$ cat config.mk
export PLATFORM = sky130hd
export DESIGN_NAME = mem_stage_sram
export DESIGN_NICKNAME = d
export VERILOG_FILES = /design/src/rtl/mem_stage_sram.sv
export SDC_FILE = /design/constraint.sdc
export NUM_CORES = 1
export LEC_CHECK = 0
export ABC_AREA = 1
export BUFFER_PORTS_ARGS = -buffer_cell sky130_fd_sc_hd__buf_2
export CAP_MARGIN = 20
export CORE_ASPECT_RATIO = 2
export CORE_MARGIN = 2
export CORE_UTILIZATION = 54
export DETAILED_ROUTE_END_ITERATION = 8
export HOLD_SLACK_MARGIN = 0.02
export PLACE_DENSITY = 0.85
export SLEW_MARGIN = 20
export SYNTH_ARGS = -nofsm -noshare
export SYNTH_HDL_FRONTEND = slang
export SYNTH_SLANG_ARGS = --single-unit
$ cat constraint.sdc
create_clock -name clk -period 7.3 [get_ports clk]
set_input_delay 0.365 -clock clk [delete_from_list [all_inputs] [get_ports clk]]
set_output_delay 0.365 -clock clk [all_outputs]
set_load 0.03 [all_outputs]
$ cat src/rtl/mem_stage_sram.sv
// MEM-stage bridge from the 32-bit pipeline load/store path to a 16-bit
// asynchronous SRAM: each access runs as a LOW then HIGH halfword phase.
module mem_stage_sram #(
  parameter int          ACCESS_CYCLES = 2,
  parameter logic [31:0] BASE_ADDR     = 32'd1024
) (
  input  logic        clk,
  input  logic        rst,
  input  logic        MEM_R_en,
  input  logic        MEM_W_en,
  input  logic [31:0] ALU_result,
  input  logic [31:0] ST_value,
  output logic [31:0] MEM_R_value,
  output logic        freeze,
  output logic [17:0] SRAM_ADDR,
  input  logic [15:0] SRAM_DQ_in,
  output logic [15:0] SRAM_DQ_out,
  output logic        SRAM_DQ_oe,
  output logic        SRAM_WE_N,
  output logic [1:0]  state_dbg
);

  typedef enum logic [1:0] {IDLE = 2'd0, LOW = 2'd1, HIGH = 2'd2, DONE = 2'd3} state_t;

  localparam logic [3:0] LAST_CYCLE = 4'(ACCESS_CYCLES - 1);

  state_t      state, state_nxt;
  logic [3:0]  cnt, cnt_nxt;
  logic        op_wr;
  logic [16:0] word_idx;
  logic [31:0] st_lat;
  logic [15:0] rd_lo;
  logic        req;
  logic        phase_end;
  logic [31:0] offset;

  assign req       = MEM_R_en | MEM_W_en;
  assign phase_end = (cnt == LAST_CYCLE);
  assign offset    = ALU_result - BASE_ADDR;
  assign state_dbg = state;

  always_comb begin
    state_nxt   = state;
    cnt_nxt     = cnt;
    freeze      = 1'b0;
    SRAM_ADDR   = 18'd0;
    SRAM_DQ_out = 16'd0;
    SRAM_DQ_oe  = 1'b0;
    SRAM_WE_N   = 1'b1;
    case (state)
      IDLE: begin
        freeze = req;
        if (req) begin
          state_nxt = LOW;
          cnt_nxt   = 4'd0;
        end
      end
      LOW: begin
        freeze      = 1'b1;
        SRAM_ADDR   = {word_idx, 1'b0};
        SRAM_WE_N   = ~op_wr;
        SRAM_DQ_oe  = op_wr;
        SRAM_DQ_out = op_wr ? st_lat[15:0] : 16'd0;
        if (phase_end) begin
          state_nxt = HIGH;
          cnt_nxt   = 4'd0;
        end else begin
          cnt_nxt = cnt + 4'd1;
        end
      end
      HIGH: begin
        freeze      = 1'b1;
        SRAM_ADDR   = {word_idx, 1'b1};
        SRAM_WE_N   = ~op_wr;
        SRAM_DQ_oe  = op_wr;
        SRAM_DQ_out = op_wr ? st_lat[31:16] : 16'd0;
        if (phase_end) begin
          state_nxt = DONE;
          cnt_nxt   = 4'd0;
        end else begin
          cnt_nxt = cnt + 4'd1;
        end
      end
      DONE: begin
        state_nxt = IDLE;
        cnt_nxt   = 4'd0;
      end
      default: begin
        state_nxt = IDLE;
        cnt_nxt   = 4'd0;
      end
    endcase
  end

  always_ff @(posedge clk or posedge rst) begin
    if (rst) begin
      state <= IDLE;
      cnt   <= 4'd0;
    end else begin
      state <= state_nxt;
      cnt   <= cnt_nxt;
    end
  end

  // Request is captured once in IDLE; inputs are ignored for the rest of the access.
  always_ff @(posedge clk or posedge rst) begin
    if (rst) begin
      op_wr       <= 1'b0;
      word_idx    <= 17'd0;
      st_lat      <= 32'd0;
      rd_lo       <= 16'd0;
      MEM_R_value <= 32'd0;
    end else begin
      if (state == IDLE && req) begin
        op_wr    <= MEM_W_en;
        word_idx <= offset[18:2];
        st_lat   <= ST_value;
      end
      if (state == LOW && phase_end && !op_wr)
        rd_lo <= SRAM_DQ_in;
      if (state == HIGH && phase_end && !op_wr)
        MEM_R_value <= {SRAM_DQ_in, rd_lo};
    end
  end

endmodule

# Word level (Yosys, flattened, before mapping)
# Index checks and enable logic that the tools add are counted.
dict set report totals {
  regBits 104
  in_bits 84
}
dict set report classes {
  n_reduce_logical 9
  eq_ne 7
  muxes 14
  n_addsub 2
  bitwise 2
}
# cell n
set ops {}
lappend ops {{$pmux 18 s2} 1}
lappend ops {{$mux 16} 2}
lappend ops {{$pmux 16 s2} 1}
lappend ops {{$sub 19x11->19 const B} 1}
lappend ops {{$pmux 4 s3} 1}
lappend ops {{$mux 4} 2}
lappend ops {{$pmux 2 s4} 1}
lappend ops {{$mux 2} 3}
lappend ops {{$ne 2x2->1 const B} 3}
lappend ops {{$logic_and 1x1->1} 5}
lappend ops {{$add 4x1->4 const B} 1}
lappend ops {{$eq 2x2->1 const B} 2}
lappend ops {{$eq 4x1->1 const B} 1}
lappend ops {{$reduce_and 3->1} 1}
lappend ops {{$eq 2x1->1 const B} 1}
lappend ops {{$logic_not 2->1} 1}
lappend ops {{$mux 1} 2}
lappend ops {{$pmux 1 s2} 1}
lappend ops {{$reduce_or 2->1} 1}
lappend ops {{$logic_not 1->1} 1}
lappend ops {{$not 1->1} 1}
lappend ops {{$or 1x1->1} 1}

# Logic depth before layout (Yosys ltp)
# Gate-level depths: netlist of run 1.
dict set report depth {
  word_depth 3
  mapped_depth 10
  ltp_nobuf 8
}

# Worst setup path after synthesis of run 1
# Ideal clock, no wire load.
dict set report synth_timing {
  path_kind {reg2out}
  start {register state[0], in the netlist state_dbg[0]}
  end {output port SRAM_ADDR[11]}
  path_slack_ns 4.845
  arrival_time_ns 2.090
  stages_incl_launch_ff 9
  path_cell_list {dfrtp_1 -> inv_1 -> ha_1 -> buf_4 -> inv_2 -> nand2_1 -> nand2_1 -> buf_2 -> nor2_1}
}
dict set report synth_via {
  elab_chain_len 2
  elab_cells_between_ends 3
}
# element line_no
set synth_rtl {}
lappend synth_rtl {{start: declaration} 27} ;# state_t state, state_nxt;
lappend synth_rtl {{start signal: assignment} 100} ;# state <= state_nxt;
lappend synth_rtl {{$eq 2x2->1 or $eq 2x1->1 (tied branches)} 50} ;# case (state)
lappend synth_rtl {{$pmux 18 s2 (*)} 50}
lappend synth_rtl {{end: declaration} 15} ;# output logic [17:0] SRAM_ADDR,
# Every way passes the cells marked *; elsewhere a longest branch is shown, timed or not.

# Worst setup path in the final report of run 1
dict set report layout_timing {
  start {register state[0], in the netlist state_dbg[0]}
  end {output port SRAM_ADDR[3]}
}
# The elaborated chain is that of the path after synthesis.

==> flow_summary.json, run 1 <==
{
  "status": "completed",
  "critPathKind": "flip-flop to primary output",
  "antenna_found_initial": 0,
  "total_power_mw": 2.744,
  "dp_hpwl_um": 7824,
  "grt_pass1_wl_um": 17810,
  "die_area_um2": 9472,
  "clkSlewWorstSetupHoldPaths_ns": 0.06,
  "cts-htree-levels": 3,
  "synth_cells": 574,
  "netlist-cell-type-count": 26,
  "synth_seq_cells": 104,
  "worstRegToRegCells": 6,
  "worstMarginPinSlew_ns": 0.8668,
  "finalCritPeriodShare": 0.4174,
  "dp_worst_setup_slack_ns": 4.578,
  "final_cell_mix": "nand2_1 (237), buf_2 (139), dfrtp_1 (104)",
  "hp-class": "primary input to async pin",
  "cts_tree": "built",
  "synth_nets": 666,
  "fmax_mhz": 328.2,
  "cts_buffer_depth": 2,
  "nets": 791,
  "numCtsBuffers": 9,
  "grt_pass1_vias": 4106,
  "path_common_cell": "nand2_1",
  "skew_ns": 0.005504,
  "crit_path_start_kind": "flip-flop",
  "yosys.area.top_type_share": 0.5561,
  "required_ns": 6.93,
  "firstDrtPassIters": 4,
  "syn2layout_area_growth_pct": 20.94,
  "wl_um": 10750,
  "multi_input_area_um2": 1703,
  "timing.rr.start": "state_dbg[0]",
  "start_util": 0.5487,
  "synth_largest_area_cell": "dfrtp_1",
  "min_period_ns": 3.047,
  "rows": 48,
  "insertion_delay_ns": 0.34,
  "slew_headroom": 0.4213,
  "slew_violations": 0,
  "io_pins": 155,
  "clock-sinks": 104,
  "crit_path_max_fanout": 19,
  "yosysSeqAreaShare": 0.5561,
  "grt_overflow": 0,
  "r2r-end": "MEM_R_value[27]",
  "drc": 0,
  "cp-end-kind": "primary output",
  "cts_setup_buffers": 0,
  "path_cells": "inv_1 > ha_1 > inv_2 > nand2_1 > nand2_1 > nor2_1 > buf_2",
  "vdd_drop_max_uv": 243.0,
  "clockRootBuffer": "clkbuf_16",
  "core_area_um2": 8528,
  "rsz0062_at_grt": "false",
  "grt_max_degree": 60,
  "drtIter0Drc": 241,
  "viasPerCell": 5.085,
  "yosys_warnings": 0,
  "final_common_cell": "nand2_1",
  "setup_tns_ns": 0,
  "synth_area_leaders": "dfrtp_1 (56%), nand2_1 (19%), o21ai_0 (4.9%)",
  "p_per_area_nw_per_um2": 485.0,
  "vias": 4078,
  "ff_latch_area_um2": 2603,
  "maxCapViolCount": 0,
  "drive_above_1_share": 0.2422,
  "track_usage": 0.2337,
  "cts-resized-gates": 0,
  "hold_viol": 0,
  "worst_path_max_delay_cell": "ha_1",
  "wl_per_cell_um": 13.40,
  "setup_viol": 0,
  "holdWs_ns": 0.1183,
  "antenna_left": 0,
  "fill_cells": 717,
  "cpPeakStageDelay_ns": 0.67,
  "die_w_um": 69.83,
  "synth_area_um2": 4679,
  "gp_congestion": 0.8649,
  "setup_slack_ns": 4.253,
  "syn_area_per_cell_um2": 8.152,
  "cellLeakagePower_nw": 3.230,
  "die_h_um": 135.7,
  "r2r_slack_ns": 4.64,
  "n_antenna_cell": 0,
  "worst_ep_arrival_time_ns": 2.68,
  "port_buffers": 139,
  "ctsHoldBuffers": 0
}
-- synth_stat cells --
cell / instances
clkbuf_2: 1
o22ai_1: 1
nand4_1: 1
nor2_2: 1
o21ai_2: 4
buf_6: 3
dfrtp_1: 104
inv_1: 55
inv_4: 1
buf_4: 3
o21ai_0: 46
nand2_2: 4
nor2_8: 1
nand3_1: 28
a21oi_1: 17
buf_2: 14
ha_1: 8
xor2_1: 1
mux2i_1: 1
clkbuf_1: 6
nor2_1: 32
o21bai_1: 1
nand2_1: 237
a31oi_1: 1
or2_2: 1
inv_2: 2
-- flip-flops by register name, summed over array words and instances (netlist names) --
name,cells
MEM_R_value,32
st_lat,32
word_idx,17
rd_lo,16
cnt,4
state_dbg,2
op_wr,1
-- worst max-delay path by stage --
stage	start	to	cells after the start
2_1_floorplan	rst	MEM_R_value[0]	1
3_3_place_gp	state_dbg[0]	SRAM_ADDR[14]	7
3_5_place_dp	state_dbg[0]	SRAM_ADDR[3]	7
4_1_cts	state_dbg[0]	SRAM_ADDR[3]	7
5_1_grt	state_dbg[0]	SRAM_ADDR[3]	7
6_report	state_dbg[0]	SRAM_ADDR[3]	7
-- per-stage QoR --
step	util	instance area, µm²	instances
2_1_floorplan	-	4679	574
3_3_place_gp	0.6290	5364	788
3_5_place_dp	0.6290	5364	788
4_1_cts	0.6636	5659	802
5_1_grt	0.6636	5659	802
6_report	0.6636	5659	802
-- per-layer routing --
| layer | routed length [µm] | GRT usage |
|---|---|---|
| met5 | 0 | 0 |
| met4 | 380 | 0.1282 |
| met3 | 507 | 0.03646 |
| met2 | 5798 | 0.4180 |
| met1 | 4063 | 0.2623 |
-- cells by family after synthesis --
group                    count (synthesis)  synth area share
AO/OA/AOI/OAI                           70           0.07915
XOR/XNOR                                 1          0.001872
flip-flops                             104            0.5562
adder cells (fa/ha/maj)                  8           0.02139
buffers and inverters                   85           0.07995
multiplexers                             1          0.002139
AND/OR/NAND/NOR                        305            0.2594
-- final cells by class --
class,count,area share
Clock inverter,3,0.007517
Sequential cell,104,0.4599
Inverter,58,0.03935
Multi-Input combinational cell,385,0.3009
Clock buffer,11,0.04466
Timing Repair Buffer,141,0.1256
Tap cell,100,0.02211
-- report_power, final --
group          switching, mW  internal [mW]
registers              0.153          0.861
clock network          0.197          0.280
logic                  0.901          0.353
total                   1.25           1.49
-- worst max-delay path: cells and delay by family, from the launching register on --
| family | cells | cell delay, ns |
|---|---|---|
| fa+ha+maj | 1 | 0.67 |
| buf+inv | 3 | 0.51 |
| flops | 1 | 0.43 |
| simple gates | 3 | 0.74 |
Note: power is estimated with default switching activity, not from simulation.
==> inputs of run 2 (changes only) <==
--- a/config.mk
+++ b/config.mk
@@ -5,15 +5,15 @@
 export SDC_FILE = /design/constraint.sdc
 export NUM_CORES = 1
 export LEC_CHECK = 0
-export ABC_AREA = 1
+export ABC_AREA = 0
 export BUFFER_PORTS_ARGS = -buffer_cell sky130_fd_sc_hd__buf_2
 export CAP_MARGIN = 20
 export CORE_ASPECT_RATIO = 2
 export CORE_MARGIN = 2
-export CORE_UTILIZATION = 54
+export CORE_UTILIZATION = 45
 export DETAILED_ROUTE_END_ITERATION = 8
 export HOLD_SLACK_MARGIN = 0.02
-export PLACE_DENSITY = 0.85
+export PLACE_DENSITY = 0.76
 export SLEW_MARGIN = 20
 export SYNTH_ARGS = -nofsm -noshare
 export SYNTH_HDL_FRONTEND = slang
==> constraint.sdc (replaced) <==
create_clock -name clk -period 2.65 [get_ports clk]
set_input_delay 0.1325 -clock clk [delete_from_list [all_inputs] [get_ports clk]]
set_output_delay 0.1325 -clock clk [all_outputs]
set_load 0.03 [all_outputs]
==> run 2 against run 1 <==
Sequential share of layout area shrank 3.1 points; sequential cell count is the same; highest routed layer unchanged; register-to-register slack lost 4.0 ns; largest cell class unchanged.
==> flow_summary.json, run 2 <==
{
  "status": "completed",
  "ctsHoldBuffers": 40,
  "track_usage": 0.2069,
  "rsz0062_at_grt": "false",
  "netlist-cell-type-count": 33,
  "maxCapViolCount": 0,
  "yosys_warnings": 0,
  "worst_ep_arrival_time_ns": 2.09,
  "nets": 697,
  "antenna_left": 0,
  "rows": 51,
  "dp_hpwl_um": 7306,
  "hp-class": "primary input to flip-flop",
  "clock-sinks": 104,
  "die_h_um": 145.6,
  "insertion_delay_ns": 0.33,
  "place_area_um2": 5376,
  "crit_path_max_fanout": 18,
  "drc": 0,
  "gp_congestion": 0.7534,
  "yosys-top-cells-count": "nand2_1 (132), dfrtp_1 (104), mux2_2 (49)",
  "synth_seq_cells": 104,
  "viasPerCell": 5.058,
  "core_area_um2": 9763,
  "slew_headroom": 0.4792,
  "skew_ns": 0.007250,
  "die_w_um": 74.78,
  "wl_per_cell_um": 14.54,
  "synth_edf_count": 0,
  "drive_above_1_share": 0.3656,
  "total_power_mw": 7.674,
  "setup_tns_ns": 0,
  "grt_overflow": 0,
  "cts_setup_buffers": 0,
  "final_cell_mix": "buf_2 (139), nand2_1 (132), dfrtp_1 (104)",
  "yosys.area.top_type_share": 0.5773,
  "finalCritPeriodShare": 0.8389,
  "numCtsBuffers": 9,
  "die_area_um2": 10880,
  "wl_um": 10790,
  "slew_violations": 0,
  "clkSlewWorstSetupHoldPaths_ns": 0.07,
  "required_ns": 2.52,
  "cts_buffer_depth": 2,
  "fill_cells": 795,
  "grt_max_degree": 49,
  "fmax_mhz": 449.8,
  "largest_registers": "MEM_R_value (32), st_lat (32), word_idx (17)",
  "async_flop_share": 1.000,
  "synth_area_um2": 4508,
  "final_common_cell": "buf_2",
  "synth_cells": 428,
  "vias": 3753,
  "synth_flop_cell": "dfrtp_1",
  "synth_largest_area_cell": "dfrtp_1",
  "vdd_drop_max_uv": 834.7,
  "synth_nets": 520,
  "p_per_area_nw_per_um2": 1264,
  "min_period_ns": 2.223,
  "setup_viol": 0,
  "syn2layout_area_growth_pct": 34.67,
  "ff_latch_area_um2": 2603,
  "cts-resized-gates": 0,
  "crit_path_start_kind": "flip-flop",
  "synth_area_leaders": "dfrtp_1 (58%), mux2_2 (12%), nand2_1 (11%)",
  "yosysSeqAreaShare": 0.5773,
  "firstDrtPassIters": 5,
  "start_util": 0.4617,
  "design_area_um2": 6071,
  "io_pins": 155,
  "grt_pass1_wl_um": 17770,
  "holdWs_ns": 0.02404,
  "critPathKind": "flip-flop to primary output",
  "cp-end-kind": "primary output",
  "antenna_found_initial": 0,
  "hold_viol": 0,
  "yosysMostFrequentCell": "nand2_1",
  "n_antenna_cell": 0,
  "cts-htree-levels": 3,
  "worstMarginPinSlew_ns": 0.7793,
  "multi_input_area_um2": 1795,
  "cellLeakagePower_nw": 3.129,
  "grt_pass1_vias": 3896,
  "drtIter0Drc": 105,
  "port_buffers": 139,
  "syn_area_per_cell_um2": 10.53,
  "cts_tree": "built",
  "clockRootBuffer": "clkbuf_16"
}
==> run 2: changes by cell type in the layout (fill, tap and decap cells not counted), sizes merged, moves of 5 or more <==
cell,before,now
dlygate4sd3,0,40
a22oi,0,16
nand2,241,132
a31oi,1,6
inv,58,6
and3,0,18
buf,141,150
o21ai,50,10
nand3,28,1
a21oi,17,1
mux2,0,49
nor2,34,24
==> run 2: routing by layer <==
metal,global-route usage,vias to the layer above,share of wire
met4,0.07143,0,0.017
met5,0,-,0
met3,0.04640,17,0.063
met2,0.3757,153,0.55
li1,-,1780,-
met1,0.2265,1803,0.37
==> run 2: cell families after synthesis <==
family	Yosys count	share of synthesized area
compound gates	39	0.05745
simple gates	196	0.1915
mux	49	0.1224
fa+ha+maj	8	0.02220
xor+xnor	1	0.001943
buf+inv	31	0.02720
flops	104	0.5773
==> run 2: worst max-delay path, stage by stage (launching register included) <==
cell and delay (ns):
dfrtp_1 0.42, inv_1 0.12, ha_1 0.31, nand2_1 0.40, nor2_1 0.28, buf_2 0.23
==> run 2: metrics by stage <==
stage / std cells / utilization / worst slack, ns
after floorplan: 428 / - / 0.3909
after global placement: 685 / 0.5507 / 0.6905
after detailed placement: 685 / 0.5507 / 0.6538
after CTS: 741 / 0.6190 / 0.4424
after global routing: 742 / 0.6218 / 0.2920
final: 742 / 0.6218 / 0.4268
==> run 2: cell type report <==
type	count	share of cell area
flip-flops and latches	104	0.4287
multi-input cells	293	0.2958
repair buffers	190	0.1995
clock buffers	11	0.03833
well taps	132	0.02721
clock inverters	5	0.005565
inverters	7	0.004946
==> run 2: final timing paths <==
| path | start | end | slack, ns | cells past startpoint |
|---|---|---|---|---|
| worst max register to register | cnt[1] | rd_lo[12] | 0.67 | 5 |
| max in group asynchronous | rst | st_lat[1] | 1.53 | 4 |
| worst min register to register | word_idx[7] | word_idx[7] | 0.47 | 2 |
| worst max-delay path | state_dbg[0] | SRAM_DQ_out[8] | 0.43 | 5 |
| min in group asynchronous | rst | word_idx[5] | 0.45 | 3 |
| worst min-delay path | ST_value[18] | st_lat[18] | 0.02 | 3 |
==> run 2: where the power goes <==
group          switching, mW  internal, mW  leakage [nW]  total [mW]
clock                  0.541         0.636         0.126        1.18
combinational           2.39          1.33          1.75        3.72
sequential             0.408          2.37          1.26        2.78
